File: src/rtl/instruction_fetch_if.sv
// Fetch-stage bus bundle: instruction-memory request/response channel and the
// decode-facing instruction handshake. "master" is the fetch stage.
interface instruction_fetch_if;
  logic        imem_req_valid;
  logic        imem_req_ready;
  logic [31:0] imem_req_addr;
  logic        imem_rsp_valid;
  logic [31:0] imem_rsp_data;
  logic        if_valid;
  logic        if_ready;
  logic [31:0] if_instr;
  logic [31:0] if_pc;

  modport master (
    output imem_req_valid, imem_req_addr,
    input  imem_req_ready, imem_rsp_valid, imem_rsp_data,
    output if_valid, if_instr, if_pc,
    input  if_ready
  );

  modport slave (
    input  imem_req_valid, imem_req_addr,
    output imem_req_ready, imem_rsp_valid, imem_rsp_data,
    input  if_valid, if_instr, if_pc,
    output if_ready
  );
endinterface

File: src/rtl/instruction_fetch.sv
// Fetch stage around the PC register: issues in-order imem reads, buffers the
// returned words in a small circular queue, and drops reads made stale by redirects.
module instruction_fetch #(
  parameter int DEPTH = 2
) (
  input  logic                clk,
  input  logic                rst,
  input  logic [31:0]         pc_current,
  output logic [31:0]         pc_next,
  output logic                pc_write_en,
  input  logic                redirect_valid,
  input  logic [31:0]         redirect_pc,
  instruction_fetch_if.master bus
);

  localparam int PW = $clog2(DEPTH);
  localparam int CW = $clog2(DEPTH + 1);

  logic [31:0]      pc_q    [DEPTH];
  logic [31:0]      pc_d    [DEPTH];
  logic [31:0]      instr_q [DEPTH];
  logic [31:0]      instr_d [DEPTH];
  logic [DEPTH-1:0] filled_q, filled_d;
  logic [PW-1:0]    head_q, head_d;
  logic [PW-1:0]    tail_q, tail_d;
  logic [PW-1:0]    fill_q, fill_d;
  logic [CW-1:0]    count_q, count_d;
  logic [CW-1:0]    drop_q, drop_d;

  logic [31:0]      pc_aligned;
  logic [31:0]      redirect_aligned;
  logic [CW-1:0]    filled_cnt;
  logic [CW-1:0]    unfilled;
  logic [CW:0]      occupancy;
  logic [CW:0]      drop_sum;
  logic             req_valid;
  logic             deliver_valid;
  logic             issue;
  logic             pop;
  logic             rsp_fill;
  logic             rsp_drop;
  logic             unused_redirect_lsb;

  assign unused_redirect_lsb = ^redirect_pc[1:0];

  // Filled bits are only ever set on allocated entries, so allocated-but-empty
  // entries are simply count minus the filled population.
  always_comb begin
    filled_cnt = '0;
    for (int i = 0; i < DEPTH; i++) begin
      filled_cnt = filled_cnt + CW'(filled_q[i]);
    end
  end

  assign unfilled         = count_q - filled_cnt;
  assign pc_aligned       = {pc_current[31:2], 2'b00};
  assign redirect_aligned = {redirect_pc[31:2], 2'b00};
  assign occupancy        = {1'b0, count_q} + {1'b0, drop_q};
  assign drop_sum         = {1'b0, drop_q} + {1'b0, unfilled};

  assign req_valid     = !rst && !redirect_valid && (occupancy < (CW+1)'(DEPTH));
  assign issue         = req_valid && bus.imem_req_ready;
  assign deliver_valid = !rst && !redirect_valid && (count_q != '0) && filled_q[head_q];
  assign pop           = deliver_valid && bus.if_ready;
  assign rsp_drop      = bus.imem_rsp_valid && (drop_q != '0);
  assign rsp_fill      = bus.imem_rsp_valid && (drop_q == '0) && (unfilled != '0);

  assign bus.imem_req_valid = req_valid;
  assign bus.imem_req_addr  = pc_aligned;
  assign bus.if_valid       = deliver_valid;
  assign bus.if_instr       = instr_q[head_q];
  assign bus.if_pc          = pc_q[head_q];

  assign pc_write_en = !rst && (redirect_valid || issue);
  assign pc_next     = redirect_valid ? redirect_aligned
                     : (issue ? pc_aligned + 32'd4 : pc_current);

  always_comb begin
    pc_d     = pc_q;
    instr_d  = instr_q;
    filled_d = filled_q;
    head_d   = head_q;
    tail_d   = tail_q;
    fill_d   = fill_q;
    count_d  = count_q;
    drop_d   = drop_q;
    if (redirect_valid) begin
      head_d   = '0;
      tail_d   = '0;
      fill_d   = '0;
      filled_d = '0;
      count_d  = '0;
      // A response landing this cycle retires one of the outstanding reads.
      if (bus.imem_rsp_valid && (drop_sum != '0)) begin
        drop_d = CW'(drop_sum - (CW+1)'(1));
      end else begin
        drop_d = CW'(drop_sum);
      end
    end else begin
      if (issue) begin
        pc_d[tail_q]     = pc_aligned;
        filled_d[tail_q] = 1'b0;
        tail_d           = tail_q + PW'(1);
      end
      if (rsp_fill) begin
        instr_d[fill_q]  = bus.imem_rsp_data;
        filled_d[fill_q] = 1'b1;
        fill_d           = fill_q + PW'(1);
      end
      if (rsp_drop) begin
        drop_d = drop_q - CW'(1);
      end
      if (pop) begin
        filled_d[head_q] = 1'b0;
        head_d           = head_q + PW'(1);
      end
      count_d = count_q + CW'(issue) - CW'(pop);
    end
  end

  always_ff @(posedge clk) begin
    if (rst) begin
      head_q   <= '0;
      tail_q   <= '0;
      fill_q   <= '0;
      filled_q <= '0;
      count_q  <= '0;
      drop_q   <= '0;
    end else begin
      head_q   <= head_d;
      tail_q   <= tail_d;
      fill_q   <= fill_d;
      filled_q <= filled_d;
      count_q  <= count_d;
      drop_q   <= drop_d;
    end
  end

  always_ff @(posedge clk) begin
    pc_q    <= pc_d;
    instr_q <= instr_d;
  end

endmodule

File: src/flat_wrapper.sv
// flat-port wrapper written by rule: the top's interface ports become plain ports
module instruction_fetch_flat 
#(
  parameter int DEPTH = 2
)
  (clk, rst, pc_current, pc_next, pc_write_en, redirect_valid, redirect_pc, bus_imem_req_valid, bus_imem_req_addr, bus_imem_req_ready, bus_imem_rsp_valid, bus_imem_rsp_data, bus_if_valid, bus_if_instr, bus_if_pc, bus_if_ready);
  instruction_fetch_if bus_i ();
  input  logic clk;
  input  logic rst;
  input  logic [31:0] pc_current;
  output logic [31:0] pc_next;
  output logic pc_write_en;
  input  logic redirect_valid;
  input  logic [31:0] redirect_pc;
  output wire logic [$bits(bus_i.imem_req_valid)-1:0] bus_imem_req_valid;
  output wire logic [$bits(bus_i.imem_req_addr)-1:0] bus_imem_req_addr;
  input wire logic [$bits(bus_i.imem_req_ready)-1:0] bus_imem_req_ready;
  input wire logic [$bits(bus_i.imem_rsp_valid)-1:0] bus_imem_rsp_valid;
  input wire logic [$bits(bus_i.imem_rsp_data)-1:0] bus_imem_rsp_data;
  output wire logic [$bits(bus_i.if_valid)-1:0] bus_if_valid;
  output wire logic [$bits(bus_i.if_instr)-1:0] bus_if_instr;
  output wire logic [$bits(bus_i.if_pc)-1:0] bus_if_pc;
  input wire logic [$bits(bus_i.if_ready)-1:0] bus_if_ready;
  assign bus_imem_req_valid = bus_i.imem_req_valid;
  assign bus_imem_req_addr = bus_i.imem_req_addr;
  assign bus_i.imem_req_ready = bus_imem_req_ready;
  assign bus_i.imem_rsp_valid = bus_imem_rsp_valid;
  assign bus_i.imem_rsp_data = bus_imem_rsp_data;
  assign bus_if_valid = bus_i.if_valid;
  assign bus_if_instr = bus_i.if_instr;
  assign bus_if_pc = bus_i.if_pc;
  assign bus_i.if_ready = bus_if_ready;
  instruction_fetch #(.DEPTH(DEPTH)) u_core (.clk(clk), .rst(rst), .pc_current(pc_current), .pc_next(pc_next), .pc_write_en(pc_write_en), .redirect_valid(redirect_valid), .redirect_pc(redirect_pc), .bus(bus_i));
endmodule
File: config.mk
export PLATFORM = sky130hd
export DESIGN_NAME = instruction_fetch_flat
export DESIGN_NICKNAME = d
export VERILOG_FILES = /design/src/rtl/instruction_fetch_if.sv /design/src/rtl/instruction_fetch.sv /design/src/flat_wrapper.sv
export SDC_FILE = /design/constraint.sdc
export NUM_CORES = 1
export LEC_CHECK = 0
export ABC_AREA = 1
export CORE_ASPECT_RATIO = 0.75
export CORE_MARGIN = 1.5
export CORE_UTILIZATION = 41
export CTS_CLUSTER_SIZE = 12
export DETAILED_ROUTE_END_ITERATION = 10
export MAX_ROUTING_LAYER = met4
export PLACE_DENSITY = 0.84
export RECOVER_POWER = 25
export SLEW_MARGIN = 20
export SYNTH_ARGS = -nofsm -noshare
export SYNTH_HDL_FRONTEND = slang
export SYNTH_SLANG_ARGS = --single-unit
File: constraint.sdc
create_clock -name clk -period 3.09 [get_ports clk]
set_input_delay 0.4635 -clock clk [delete_from_list [all_inputs] [get_ports clk]]
set_output_delay 0.4635 -clock clk [all_outputs]
set_load 0.05 [all_outputs]
==> flow_summary.yaml <==
routing:
  dr.pass1.iters: 5
  drc_errors: 0
  vias: 5678
  wl_per_cell_um: 15.6
  postRouteAntennaNets: 0
  vias_per_cell: 4.83
  wl_mm: 18.3
  drtIter0Drc: 360
layout:
  fillers: 1284
  nets: 1065
  synthToLayoutAreaGrowth_pct: 50.2
  drive_gt1_share_pct: 19.9
  multi_input_comb_area_sq_um: 2330
  stdcell_area_sq_um: 10000
  seq_area_sq_um: 3920
  final_cells: 1176
  final_core_util_pct: 62.8
power:
  internal_power_mw: 3.68
  clkPwrFrac_pct: 41.3
  p_sw_share_pct: 24.6
  power_frac_comb_pct: 17.6
  ir_drop_mv: 0.387
  seq_power_share_pct: 41.1
  leakage_nw: 4.18
  power-per-cell-area_nw_per_um2: 486
  p_sw_mw: 1.20
floorplanning:
  start_util_pct: 41.8
  rows: 40
  dieArea_sq_um: 17100
  die_h_um: 113
  coreArea_sq_um: 16000
  io_pins: 233
  die_w_um: 150
setup_path:
  critPathKind: "flop to primary output"
  cp-startpoint: "u_core.drop_q[0]"
  start_kind: "flop"
  endpoint_kind: "primary output"
  worst-r2r-setup-slack_ns: 0.10
  critPathRequiredTime_ns: 2.63
  crit_end: "pc_next[24]"
  path_max_fanout: 7
  r2r_start: "u_core.filled_q[1]"
  worstPathArrival_ns: 2.52
  reg2reg_to: "u_core.drop_q[1]"
  reg2reg_depth: 11
status:
  outcome: "finished clean"
clock_tree:
  clk_pin_slew_worst_paths_ns: 0.05
  cts_sinks: 133
  cts.htree.levels: 4
  cts_buffers: 17
  cts_buffer_depth: 2
  cts_tree: "yes"
  clock-root-buffer: "clkbuf_16"
  insertion_delay_ns: 0.41
  postCtsHoldBufs: 0
place:
  placed_cells: 1137
  pre_cts_ws_ns: 0.0231
  post-dp-hpwl_mm: 13.1
  numPortBuffers: 226
  place_congestion: 0.870
  placed_area_sq_um: 9280
sta:
  period_needed_ns: 2.99
  final_max_slew_viol_count: 0
  fin_skew_ns: 0.00901
  max_freq_mhz: 335
  maxSlewHeadroom_pct: 63.6
  setup_slack_ns: 0.104
  tightest_slew_ns: 0.544
  setup_viol_count_final: 0
  fin_crit_sh_pct: 96.6
  rsz0062_at_grt: "yes"
  hold_violations: 0
logic_synthesis:
  yosysTopAreaCell: "edfxtp_1"
  synth_top_family_by_area: "simple AND/OR/NAND/NOR gates"
  avgSynthCellArea_sq_um: 9.12
  synth_ff_type: "edfxtp_1"
  synth_top_area_share_pct: 55.8
  syn_area_sq_um: 6670
  ys_ff_latch: 133
  synth-edff-count: 124
  synth_common_cells: "nand2_1, edfxtp_1, inv_1"
  synth_compound_area_share_pct: 2.81
  synthAdderAreaFrac_pct: 2.40
  yosys.cell_count.top_type: "nand2_1"
  syn_inst: 732
  synth.distinct_cells: 31
  yosys_warnings: 0
  synth.area.top_cells: "edfxtp_1, nand2_1, buf_4"
  synthXorXnorAreaFrac_pct: 1.05
  synth_mux_area_share_pct: 0
  synth_seq_area_share_pct: 58.5
  synthSimpleGateAreaFrac_pct: 26.9
  async_flop_share_pct: 0
global_route:
  groute.usage.overall_pct: 22.0
  grt_antenna_before_repair: 1
  grt_overflow: 0
  grt_pass1_wl_mm: 27.2
  grt_max_degree: 41
  grt_pass1_vias: 5240
job:
  maxCapViolCount: 0
min_path:
  holdPathStages: 2
  min_path_type: "flop to flop"
-- flip-flops by register name, indices dropped and copies added, names as in the netlist --
signal and flops:
u_core.instr_q 64, u_core.fill_q 1, u_core.drop_q 2, u_core.head_q 1
u_core.tail_q 1, u_core.count_q 2, u_core.pc_q 60, u_core.filled_q 2
-- worst max-delay path, stage by stage (launching register included) --
cell and delay (ns):
dfxtp_4 0.36, nand2_1 0.06, inv_1 0.04, fa_1 0.45
nor2_2 0.17, nand3_4 0.18, nor2_4 0.21, buf_6 0.15
nand3_1 0.07, nand2_1 0.08, nand3_1 0.10, nand2_2 0.10
buf_12 0.13
-- per-layer routing --
metal  vias to the layer above  GRT usage [%]  routed length [um]
li1                       2801              -                   -
met2                       276           34.2                8700
met5                         -              -                   0
met3                        24           5.12                1540
met1                      2577           28.3                7800
met4                         0           7.91                 297
-- logic make-up (layout without fill, tap and decap cells) --
logic type	after synthesis	count (layout)
AOI/OAI and AO/OA	35	35
xor gates and xnor gates	8	8
adders and majority gates	11	11
buffers and inverters	110	340
DFF	133	133
other	1	5
and+or+nand+nor	434	434
-- metrics by stage --
| step | hold slack, ns | setup TNS (ns) | power [mW] |
|---|---|---|---|
| 2_1_floorplan | 0.451 | -4.82 | 2.47 |
| 3_3_place_gp | 0.464 | 0 | 2.88 |
| 3_5_place_dp | 0.489 | 0 | 2.89 |
| 4_1_cts | 0.497 | 0 | 4.90 |
| 5_1_grt | 0.513 | -0.197 | 5.04 |
| 6_report | 0.499 | 0 | 4.87 |
-- timing repair --
action	CTS	global route
setup buffers	2	1
endpoints found under the hold margin	0	0
pin swaps	2	8
endpoints found under the setup margin	26	27
gates cloned	0	3
resized for setup	5	34
-- cell type report --
type	instances	area share (%)
flip-flops and latches	133	39.1
repair buffers	256	27.1
multi-input cells	492	23.3
clock buffers	20	4.36
well taps	210	2.62
inverters	52	1.97
clock inverters	12	1.60
diodes	1	0.0250
-- worst min-delay path by stage --
stage,from,to,slack (ns)
after floorplan,u_core.filled_q[0],u_core.filled_q[0],0.45
after global placement,u_core.filled_q[0],u_core.filled_q[0],0.46
after detailed placement,u_core.filled_q[0],u_core.filled_q[0],0.49
after CTS,u_core.filled_q[0],u_core.filled_q[0],0.50
after global routing,u_core.filled_q[0],u_core.filled_q[0],0.51
final,u_core.filled_q[0],u_core.filled_q[0],0.50
-- layout by cell type, fill, tap and decap left out, types with 10 or more instances in the layout --
cell type and n:
edfxtp_1 124, nor2_1 34, clkbuf_16 17, nand2_1 307
dlygate4sd3_1 42, nand2_2 10, nand4_1 13, buf_12 38
inv_1 49, nand3_1 47, a21oi_1 15, o21ai_0 11
clkdlybuf4s50_1 87, buf_4 80
-- power by group through the flow --
stage               registers, mW  clock network [mW]  logic, mW
floorplan                    2.04                   0      0.437
global placement             2.04                   0      0.839
detailed placement           2.04                   0      0.852
CTS                          2.00                2.04      0.859
global route                 2.00                2.13      0.904
finish                       2.00                2.01      0.857
No activity file was read; power rests on OpenSTA's default activity.
